File: src/rtl/carregador_instrucoes.sv
// Boot loader: copies quantidade words from the HD read port into instruction memory, holding stall_cpu high meanwhile.
// Optional running checksum of the written words is enabled by defining CARREGADOR_CHECKSUM_EN.
module carregador_instrucoes #(
  parameter int DATA_W    = 32,
  parameter int MEM_DEPTH = 64,
  parameter int ADDR_W    = 6,
  parameter int TIMEOUT   = 255
) (
  input  logic              clk,
  input  logic              rst,
  input  logic              inicio,
  input  logic [31:0]       end_hd,
  input  logic [ADDR_W-1:0] end_base,
  input  logic [ADDR_W:0]   quantidade,
  output logic              hd_req,
  output logic [31:0]       hd_end,
  input  logic              hd_ack,
  input  logic [DATA_W-1:0] hd_dado,
  output logic              im_we,
  output logic [ADDR_W-1:0] im_end,
  output logic [DATA_W-1:0] im_dado,
  output logic              stall_cpu,
  output logic              ocupado,
  output logic              pronto,
  output logic              erro,
  output logic [DATA_W-1:0] checksum
);

  typedef enum logic [2:0] {OCIOSO, PEDE, ESCREVE, FIM, ERRO} estado_t;

  localparam logic [7:0]        ESPERA_MAX = 8'(TIMEOUT - 1);
  localparam logic [ADDR_W+1:0] LIMITE     = (ADDR_W+2)'(MEM_DEPTH);

  estado_t           r_estado, w_prox;
  logic [31:0]       r_end_hd;
  logic [ADDR_W-1:0] r_end_im;
  logic [ADDR_W:0]   r_restante;
  logic [7:0]        r_espera;
  logic [DATA_W-1:0] r_dado;
  logic              r_ocupado, r_pronto, r_erro;
  logic              w_aceita;
  logic [ADDR_W+1:0] w_fim_bloco;
  logic              w_fora;
  logic              w_ultimo;

  // A new start is only taken once the previous run has fully retired, including its pronto cycle.
  assign w_aceita    = (r_estado == OCIOSO) && !r_ocupado && inicio;
  assign w_fim_bloco = {2'b00, end_base} + {1'b0, quantidade};
  assign w_fora      = w_fim_bloco > LIMITE;
  assign w_ultimo    = (r_restante == (ADDR_W+1)'(1));

  always_comb begin
    w_prox = r_estado;
    case (r_estado)
      OCIOSO: begin
        if (w_aceita) begin
          if (quantidade == '0)
            w_prox = FIM;
          else if (w_fora)
            w_prox = ERRO;
          else
            w_prox = PEDE;
        end
      end
      PEDE: begin
        if (hd_ack)
          w_prox = ESCREVE;
        else if (r_espera == ESPERA_MAX)
          w_prox = ERRO;
      end
      ESCREVE: w_prox = w_ultimo ? FIM : PEDE;
      FIM:     w_prox = OCIOSO;
      ERRO:    w_prox = OCIOSO;
      default: w_prox = OCIOSO;
    endcase
  end

  always_ff @(posedge clk or posedge rst) begin
    if (rst) begin
      r_estado   <= OCIOSO;
      r_end_hd   <= '0;
      r_end_im   <= '0;
      r_restante <= '0;
      r_espera   <= '0;
      r_dado     <= '0;
      r_ocupado  <= 1'b0;
      r_pronto   <= 1'b0;
      r_erro     <= 1'b0;
    end else begin
      r_estado <= w_prox;
      r_pronto <= (r_estado == FIM) || (r_estado == ERRO);
      if (w_aceita) begin
        r_end_hd   <= end_hd;
        r_end_im   <= end_base;
        r_restante <= quantidade;
        r_espera   <= '0;
        r_erro     <= 1'b0;
        r_ocupado  <= 1'b1;
      end else if (r_pronto) begin
        r_ocupado <= 1'b0;
      end
      case (r_estado)
        PEDE: begin
          if (hd_ack)
            r_dado <= hd_dado;
          else
            r_espera <= r_espera + 8'd1;
        end
        ESCREVE: begin
          // Addresses stop on the last word so im_end never steps past the block end.
          if (!w_ultimo) begin
            r_end_hd <= r_end_hd + 32'd1;
            r_end_im <= r_end_im + ADDR_W'(1);
          end
          r_restante <= r_restante - (ADDR_W+1)'(1);
          r_espera   <= '0;
        end
        ERRO:    r_erro <= 1'b1;
        default: ;
      endcase
    end
  end

`ifdef CARREGADOR_CHECKSUM_EN
  logic [DATA_W-1:0] r_checksum;

  always_ff @(posedge clk or posedge rst) begin
    if (rst)
      r_checksum <= '0;
    else if (w_aceita)
      r_checksum <= '0;
    else if (r_estado == ESCREVE)
      r_checksum <= r_checksum + r_dado;
  end

  assign checksum = r_checksum;
`else
  assign checksum = '0;
`endif

  assign hd_req    = (r_estado == PEDE);
  assign hd_end    = r_end_hd;
  assign im_we     = (r_estado == ESCREVE);
  assign im_end    = r_end_im;
  assign im_dado   = r_dado;
  assign stall_cpu = r_ocupado;
  assign ocupado   = r_ocupado;
  assign pronto    = r_pronto;
  assign erro      = r_erro;

endmodule
File: config.mk
export PLATFORM = sky130hd
export DESIGN_NAME = carregador_instrucoes
export DESIGN_NICKNAME = d
export VERILOG_FILES = /design/src/rtl/carregador_instrucoes.sv
export SDC_FILE = /design/constraint.sdc
export NUM_CORES = 1
export LEC_CHECK = 0
export CORE_ASPECT_RATIO = 0.7
export CORE_MARGIN = 5
export CORE_UTILIZATION = 45
export CTS_BUF_LIST = sky130_fd_sc_hd__clkbuf_16
export CTS_CLUSTER_SIZE = 24
export DETAILED_ROUTE_END_ITERATION = 16
export GPL_TIMING_DRIVEN = 0
export PLACE_DENSITY = 0.81
export SLEW_MARGIN = 20
export SYNTH_ARGS = -nofsm -noshare
export SYNTH_HDL_FRONTEND = slang
export SYNTH_SLANG_ARGS = --single-unit
File: constraint.sdc
create_clock -name clk -period 3.5 [get_ports clk]
set_input_delay 0.35 -clock clk [delete_from_list [all_inputs] [get_ports clk]]
set_output_delay 0.35 -clock clk [all_outputs]
set_load 0.01 [all_outputs]
==> results of run 1 <==
## stage by stage
step | worst slack, ns | cells | util [%] | setup TNS, ns
2_1_floorplan | 0.786 | 569 | - | 0
3_3_place_gp | -0.622 | 878 | 63.0 | -55.80
3_5_place_dp | 0.637 | 879 | 63.2 | 0
4_1_cts | 0.672 | 895 | 66.1 | 0
5_1_grt | 0.523 | 895 | 66.1 | 0
6_report | 0.652 | 895 | 66.1 | 0
## worst paths after layout
check                         startpoint           to  slack [ns]  depth (start not counted)
max in group asynchronous            rst    hd_end[8]        2.37                          3
setup / recovery             r_estado[0]        im_we        0.65                          6
min in group asynchronous            rst  im_dado[19]        0.47                          2
hold / removal                    pronto      ocupado        0.45                          1
setup reg to reg           r_restante[1]   hd_end[31]        0.86                          9
hold reg to reg                   pronto      ocupado        0.45                          1
## report_power, final
part / internal (mW) / leakage, nW / switching, mW / total [mW]
Clock: 0.631 / 0.156 / 0.426 / 1.06
Sequential: 1.54 / 1.08 / 0.450 / 1.99
Combinational: 1.42 / 1.83 / 1.23 / 2.66
## cell type report
type	instances	area [um2]
clock buffers	9	225
inverters	20	77.6
plain buffers	62	375
repair buffers	157	1580
flip-flops and latches	91	2280
clock inverters	7	98.8
fillers	880	3730
multi-input cells	396	2450
well taps	153	191
## sequential cells by signal, summed over array words and instances (netlist names)
name / count
r_espera: 8
im_dado: 32
ocupado: 1
im_end: 6
erro: 1
r_restante: 7
hd_end: 32
pronto: 1
r_estado: 3
## cell usage in the layout, fill, tap and decap left out, types with 4 or more instances in the layout
cell             netlist  final
ha_1                  12     12
nor4_1                 4      4
nor2_1                66     66
clkdlybuf4s50_1        0    156
nand3_1               26     26
clkbuf_16              0      9
clkbuf_1              18     18
inv_1                 20     19
a311oi_1               8      8
a211oi_1              21     21
o221a_2                6      6
conb_1                 1     32
a21oi_1               28     28
dfrtp_1               91     91
mux2_2                32     32
o21ai_0               28     28
nand4_1               11     11
nand2_1               38     38
buf_4                 36     36
and3_1                 7      7
buf_2                  6      6
nor3_1                15     15
and4_1                 5      5
a31oi_1                5      5
## per-layer routing
| metal | vias up | global-route usage (%) |
|---|---|---|
| met1 | 2347 | 30.5 |
| met5 | - | 0 |
| met2 | 268 | 36.9 |
| met3 | 27 | 5.66 |
| li1 | 2286 | - |
| met4 | 0 | 6.37 |
## cell families (layout without fill, tap and decap cells)
| family | Yosys count | count (layout) |
|---|---|---|
| adders and majority gates | 13 | 13 |
| other | 1 | 32 |
| and+or+nand+nor | 191 | 191 |
| muxes | 33 | 33 |
| DFF | 91 | 91 |
| xor gates and xnor gates | 5 | 5 |
| AOI/OAI and AO/OA | 122 | 122 |
| buffers and inverters | 82 | 255 |
==> impl_metrics.py, run 1 <==
metrics = {
    "synth": {
        "ys.flop_type": "dfrtp_1",
        "ys_ff_latch": 91,
        "synth_cell_type_count": 53,
        "synth_simple_gate_area_share_pct": 18.1,
        "synth_top_family_by_area": "simple AND/OR/NAND/NOR gates",
        "yosysTopAreaCell": "dfrtp_1",
        "syn_area_mm2": 0.00506,
        "synth_warnings": 0,
        "synth_compound_area_share_pct": 16.5,
        "netlist.area_leader.share_pct": 45.0,
        "ys_seq_area_share_pct": 45.0,
        "synth_fa_ha_area_share_pct": 3.36,
        "synth-edff-count": 0,
        "async_flop_share_pct": 100,
        "synth_area_leaders": "dfrtp_1 (45%), mux2_2 (7.1%), buf_4 (5.3%), nor2_1 (4.9%), a211oi_1 (3.1%)",
        "yosysMostFrequentCell": "dfrtp_1",
        "syn_avg_cell_area_um2": 9.41,
        "synth.top_cells.by_count": "dfrtp_1 (91), nor2_1 (66), nand2_1 (38)",
        "synth_cells": 538,
        "synth_xor_area_share_pct": 0.865,
        "synth_mux_area_share_pct": 7.31,
    },
    "cells_and_area": {
        "drive_above_1_share_pct": 13.9,
        "n_antenna_cell": 0,
        "nets": 831,
        "area_growth_pct": 43.8,
        "stdcell_area_mm2": 0.00728,
    },
    "floorplan": {
        "die_w_um": 137,
        "io_pins": 189,
        "core_mm2": 0.0110,
        "die_h_um": 98.8,
        "row_count": 32,
        "die_area_mm2": 0.0135,
        "start_util_pct": 46.0,
    },
    "cts": {
        "cts_buffers": 9,
        "cts_resized": 0,
        "cts_root_buffer": "clkbuf_16",
        "cts_setup_buffers": 0,
        "clkLatencyLatePin_ns": 0.34,
        "clkTransAtPathRegs_ns": 0.07,
        "cts_tree": "built",
        "cts.path.max_buffers": 2,
        "cts_hold_buf": 0,
        "cts.sinks": 91,
        "htree_num_levels": 3,
    },
    "routing": {
        "wl_met1_mm": 6.50,
        "drc": 0,
        "routed.top_layer": "met4",
        "dr_wl_met3_mm": 1.58,
        "num_vias": 4928,
        "drtIter0Drc": 529,
        "vias_per_cell": 5.51,
        "wl_per_cell_um": 17.6,
        "totalWireLength_mm": 15.7,
        "drt.antenna.violating_nets": 0,
        "drtPass1Iterations": 5,
        "wl_met2_mm": 7.41,
    },
    "worst_setup_path": {
        "critPathKind": "flip-flop to output port",
        "start_kind": "flip-flop",
        "path_buf_inv": 5,
        "required_ns": 3.15,
        "crit_path_top_delay_cell": "clkdlybuf4s50_1",
        "crit_chain": "buf_4 > or3b_1 > buf_2 > inv_1 > clkbuf_1 > clkdlybuf4s50_1",
        "cp_max_fo": 10,
        "crit_family": "buffers and inverters",
        "slowest_delay_ns": 0.66,
        "arrival_ns": 2.50,
        "endpoint_kind": "output port",
    },
    "sta": {
        "worst_slew_pin_slew_ns": 0.689,
        "rsz0062_at_grt": "false",
        "slew_violations": 0,
        "max-slew-margin-rel_pct": 54.1,
        "finalClockSkew_ns": 0.00844,
        "setup_viol": 0,
        "period_minus_slack_ns": 2.85,
        "period_share_pct": 81.4,
        "finalHoldViolCount": 0,
        "maxClockFrequency_ghz": 0.351,
        "whs_ns": 0.452,
    },
    "place": {
        "dp_hpwl_mm": 11.9,
        "port_buffers": 156,
        "gp_congestion": 0.859,
        "post_dp_cell_area_mm2": 0.00696,
    },
    "global_route": {
        "antenna_found_initial": 0,
        "gr-total-overflow": 0,
        "grt_pass1_wl_mm": 24.6,
        "grt_max_degree": 55,
        "grt_pass1_vias": 4825,
        "grt_use_total_pct": 22.8,
    },
    "run": {
        "cap_violations": 0,
    },
    "pwr": {
        "p_per_area_mw_per_mm2": 783,
        "p_leak_nw": 3.06,
        "finalPower_mw": 5.70,
        "vdd_drop_max_v": 0.000348,
    },
    "min_path": {
        "hp-class": "flip-flop to flip-flop",
    },
    "run_status": {
        "status": "finished clean",
    },
}
Note: power is estimated with default switching activity, not from simulation.
==> run 2, diff against run 1 <==
clock period = 2.8 ns   (was 3.5 ns; I/O delays follow)
==> run 2 against run 1 <==
Compared with the run above:
- first-iteration DRC count decreased by 8.9%
- non-clock buffer count unchanged
- flip-flop and latch count unchanged
- highest routed layer unchanged
- worst setup slack got worse by 0.44 ns
- cell area about the same
- total power increased by 25%
- sequential power increased by 25%
- die area unchanged
==> impl_metrics.py, run 2 (synthesis results as in run 1) <==
metrics = {
    "pwr": {
        "p_int_mw": 4.49,
        "vdd_drop_max_v": 0.000431,
        "p_leak_nw": 3.07,
        "p_per_area_mw_per_mm2": 978,
        "finalPower_mw": 7.12,
        "power_switching_mw": 2.63,
        "switching_share_pct": 37.0,
        "clkPwrFrac_pct": 18.5,
        "power_frac_seq_pct": 34.8,
        "p_comb_share_pct": 46.7,
    },
    "floorplan": {
        "die_w_um": 137,
        "die_h_um": 98.8,
        "core_mm2": 0.0110,
        "row_count": 32,
        "io_pins": 189,
        "start_util_pct": 46.0,
        "die_area_mm2": 0.0135,
    },
    "routing": {
        "vias_per_cell": 5.50,
        "num_vias": 4920,
        "wl_per_cell_um": 17.5,
        "drtIter0Drc": 482,
        "drt.antenna.violating_nets": 0,
        "drc": 0,
        "totalWireLength_mm": 15.7,
        "drtPass1Iterations": 5,
    },
    "place": {
        "port_buffers": 156,
        "dp_hpwl_mm": 11.9,
        "gp_congestion": 0.859,
        "post_dp_cell_area_mm2": 0.00696,
    },
    "worst_setup_path": {
        "r2r_end": "hd_end[28]",
        "start_kind": "flip-flop",
        "required_ns": 2.52,
        "critPathKind": "flip-flop to output port",
        "arrival_ns": 2.31,
        "endpoint_kind": "output port",
        "r2r_start": "r_restante[1]",
        "r2r_slack_ns": 0.23,
        "ff2ff_path_depth": 9,
        "cp_max_fo": 10,
    },
    "cells_and_area": {
        "n_antenna_cell": 0,
        "nets": 831,
        "stdcell_area_mm2": 0.00728,
        "mostFrequentLayoutCells": "clkdlybuf4s50_1 (156), dfrtp_1 (91), nor2_1 (66)",
        "area_growth_pct": 43.8,
        "drive_above_1_share_pct": 14.2,
        "final_common_cell": "clkdlybuf4s50_1",
        "nFillCells": 878,
    },
    "cts": {
        "htree_num_levels": 3,
        "cts.sinks": 91,
        "cts_tree": "built",
        "clkTransAtPathRegs_ns": 0.07,
        "cts.path.max_buffers": 2,
        "cts_setup_buffers": 0,
        "clkLatencyLatePin_ns": 0.34,
        "cts_buffers": 9,
        "cts_root_buffer": "clkbuf_16",
    },
    "sta": {
        "finalClockSkew_ns": 0.00871,
        "setup_viol": 0,
        "max-slew-margin-rel_pct": 54.1,
        "rsz0062_at_grt": "false",
        "worst_slew_pin_slew_ns": 0.689,
        "period_share_pct": 92.5,
        "slew_violations": 0,
        "period_minus_slack_ns": 2.59,
        "maxClockFrequency_ghz": 0.386,
        "tns_ns": 0,
        "finalHoldViolCount": 0,
    },
    "global_route": {
        "antenna_found_initial": 0,
        "grt-busiest-layer": "met2",
        "grt_use_total_pct": 22.8,
        "gr-total-overflow": 0,
        "met1_usage_pct": 30.5,
        "grt_pass1_vias": 4825,
        "grt_use_met2_pct": 36.9,
        "met3_usage_pct": 5.66,
        "grt_pass1_wl_mm": 24.6,
        "grt_max_degree": 55,
    },
    "run_status": {
        "status": "finished clean",
    },
    "run": {
        "cap_violations": 0,
    },
    "min_path": {
        "hp-class": "input port to async pin",
    },
}
==> run 2: cell counts in the layout (fill, tap and decap cells not counted) <==
Identical to the previous run, type by type.
==> run 2: metal layers <==
metal | up-vias | part of all wire (%)
met4 | 0 | 1.4
met2 | 255 | 47
met5 | - | 0
li1 | 2292 | -
met1 | 2348 | 42
met3 | 25 | 9.8
==> run 2: power groups by stage <==
stage               registers [mW]  clock network [mW]  logic, mW
global route                  2.57                1.40       3.59
floorplan                     2.62                   0       1.45
detailed placement            2.48                   0       3.31
global placement              2.44                   0       3.20
CTS                           2.47                1.34       3.33
finish                        2.48                1.32       3.32
==> run 2: worst max-delay path by stage <==
| stage | from | endpoint | cells past startpoint |
|---|---|---|---|
| 2_1_floorplan | rst | erro | 1 |
| 3_3_place_gp | rst | hd_end[3] | 2 |
| 3_5_place_dp | quantidade[0] | r_estado[0] | 10 |
| 4_1_cts | r_estado[0] | im_we | 6 |
| 5_1_grt | r_estado[0] | im_we | 6 |
| 6_report | r_estado[0] | im_we | 6 |
==> run 2: layout make-up <==
class / instances / area (um2) / area share, %
Clock buffer: 9 / 225 / 3.09
Buffer: 62 / 378 / 5.19
Sequential cell: 91 / 2280 / 31.3
Inverter: 20 / 77.6 / 1.07
Multi-Input combinational cell: 396 / 2450 / 33.7
Timing Repair Buffer: 157 / 1580 / 21.7
Clock inverter: 7 / 98.8 / 1.36
Tap cell: 153 / 191 / 2.63
==> run 2: critical path, stage by stage (launching register included) <==
cell	delay [ns]
dfrtp_1	0.36
buf_4	0.16
or3b_1	0.36
buf_2	0.17
inv_1	0.08
clkbuf_2	0.23
clkdlybuf4s50_1	0.61
==> run 2: timing repair <==
action / CTS / global route
setup endpoints to repair: 0 / 5
hold buffers: 0 / 0
resized for setup: 0 / 4
==> run 2: stage by stage <==
stage | setup slack, ns | utilization, % | cells | hold WS [ns]
4_1_cts | 0.0421 | 66.1 | 895 | 0.428
2_1_floorplan | 0.156 | - | 569 | 0.409
6_report | 0.211 | 66.1 | 895 | 0.401
5_1_grt | 0.101 | 66.1 | 895 | 0.465
3_3_place_gp | -1.25 | 63.0 | 878 | 0.434
3_5_place_dp | 0.00719 | 63.2 | 879 | 0.445
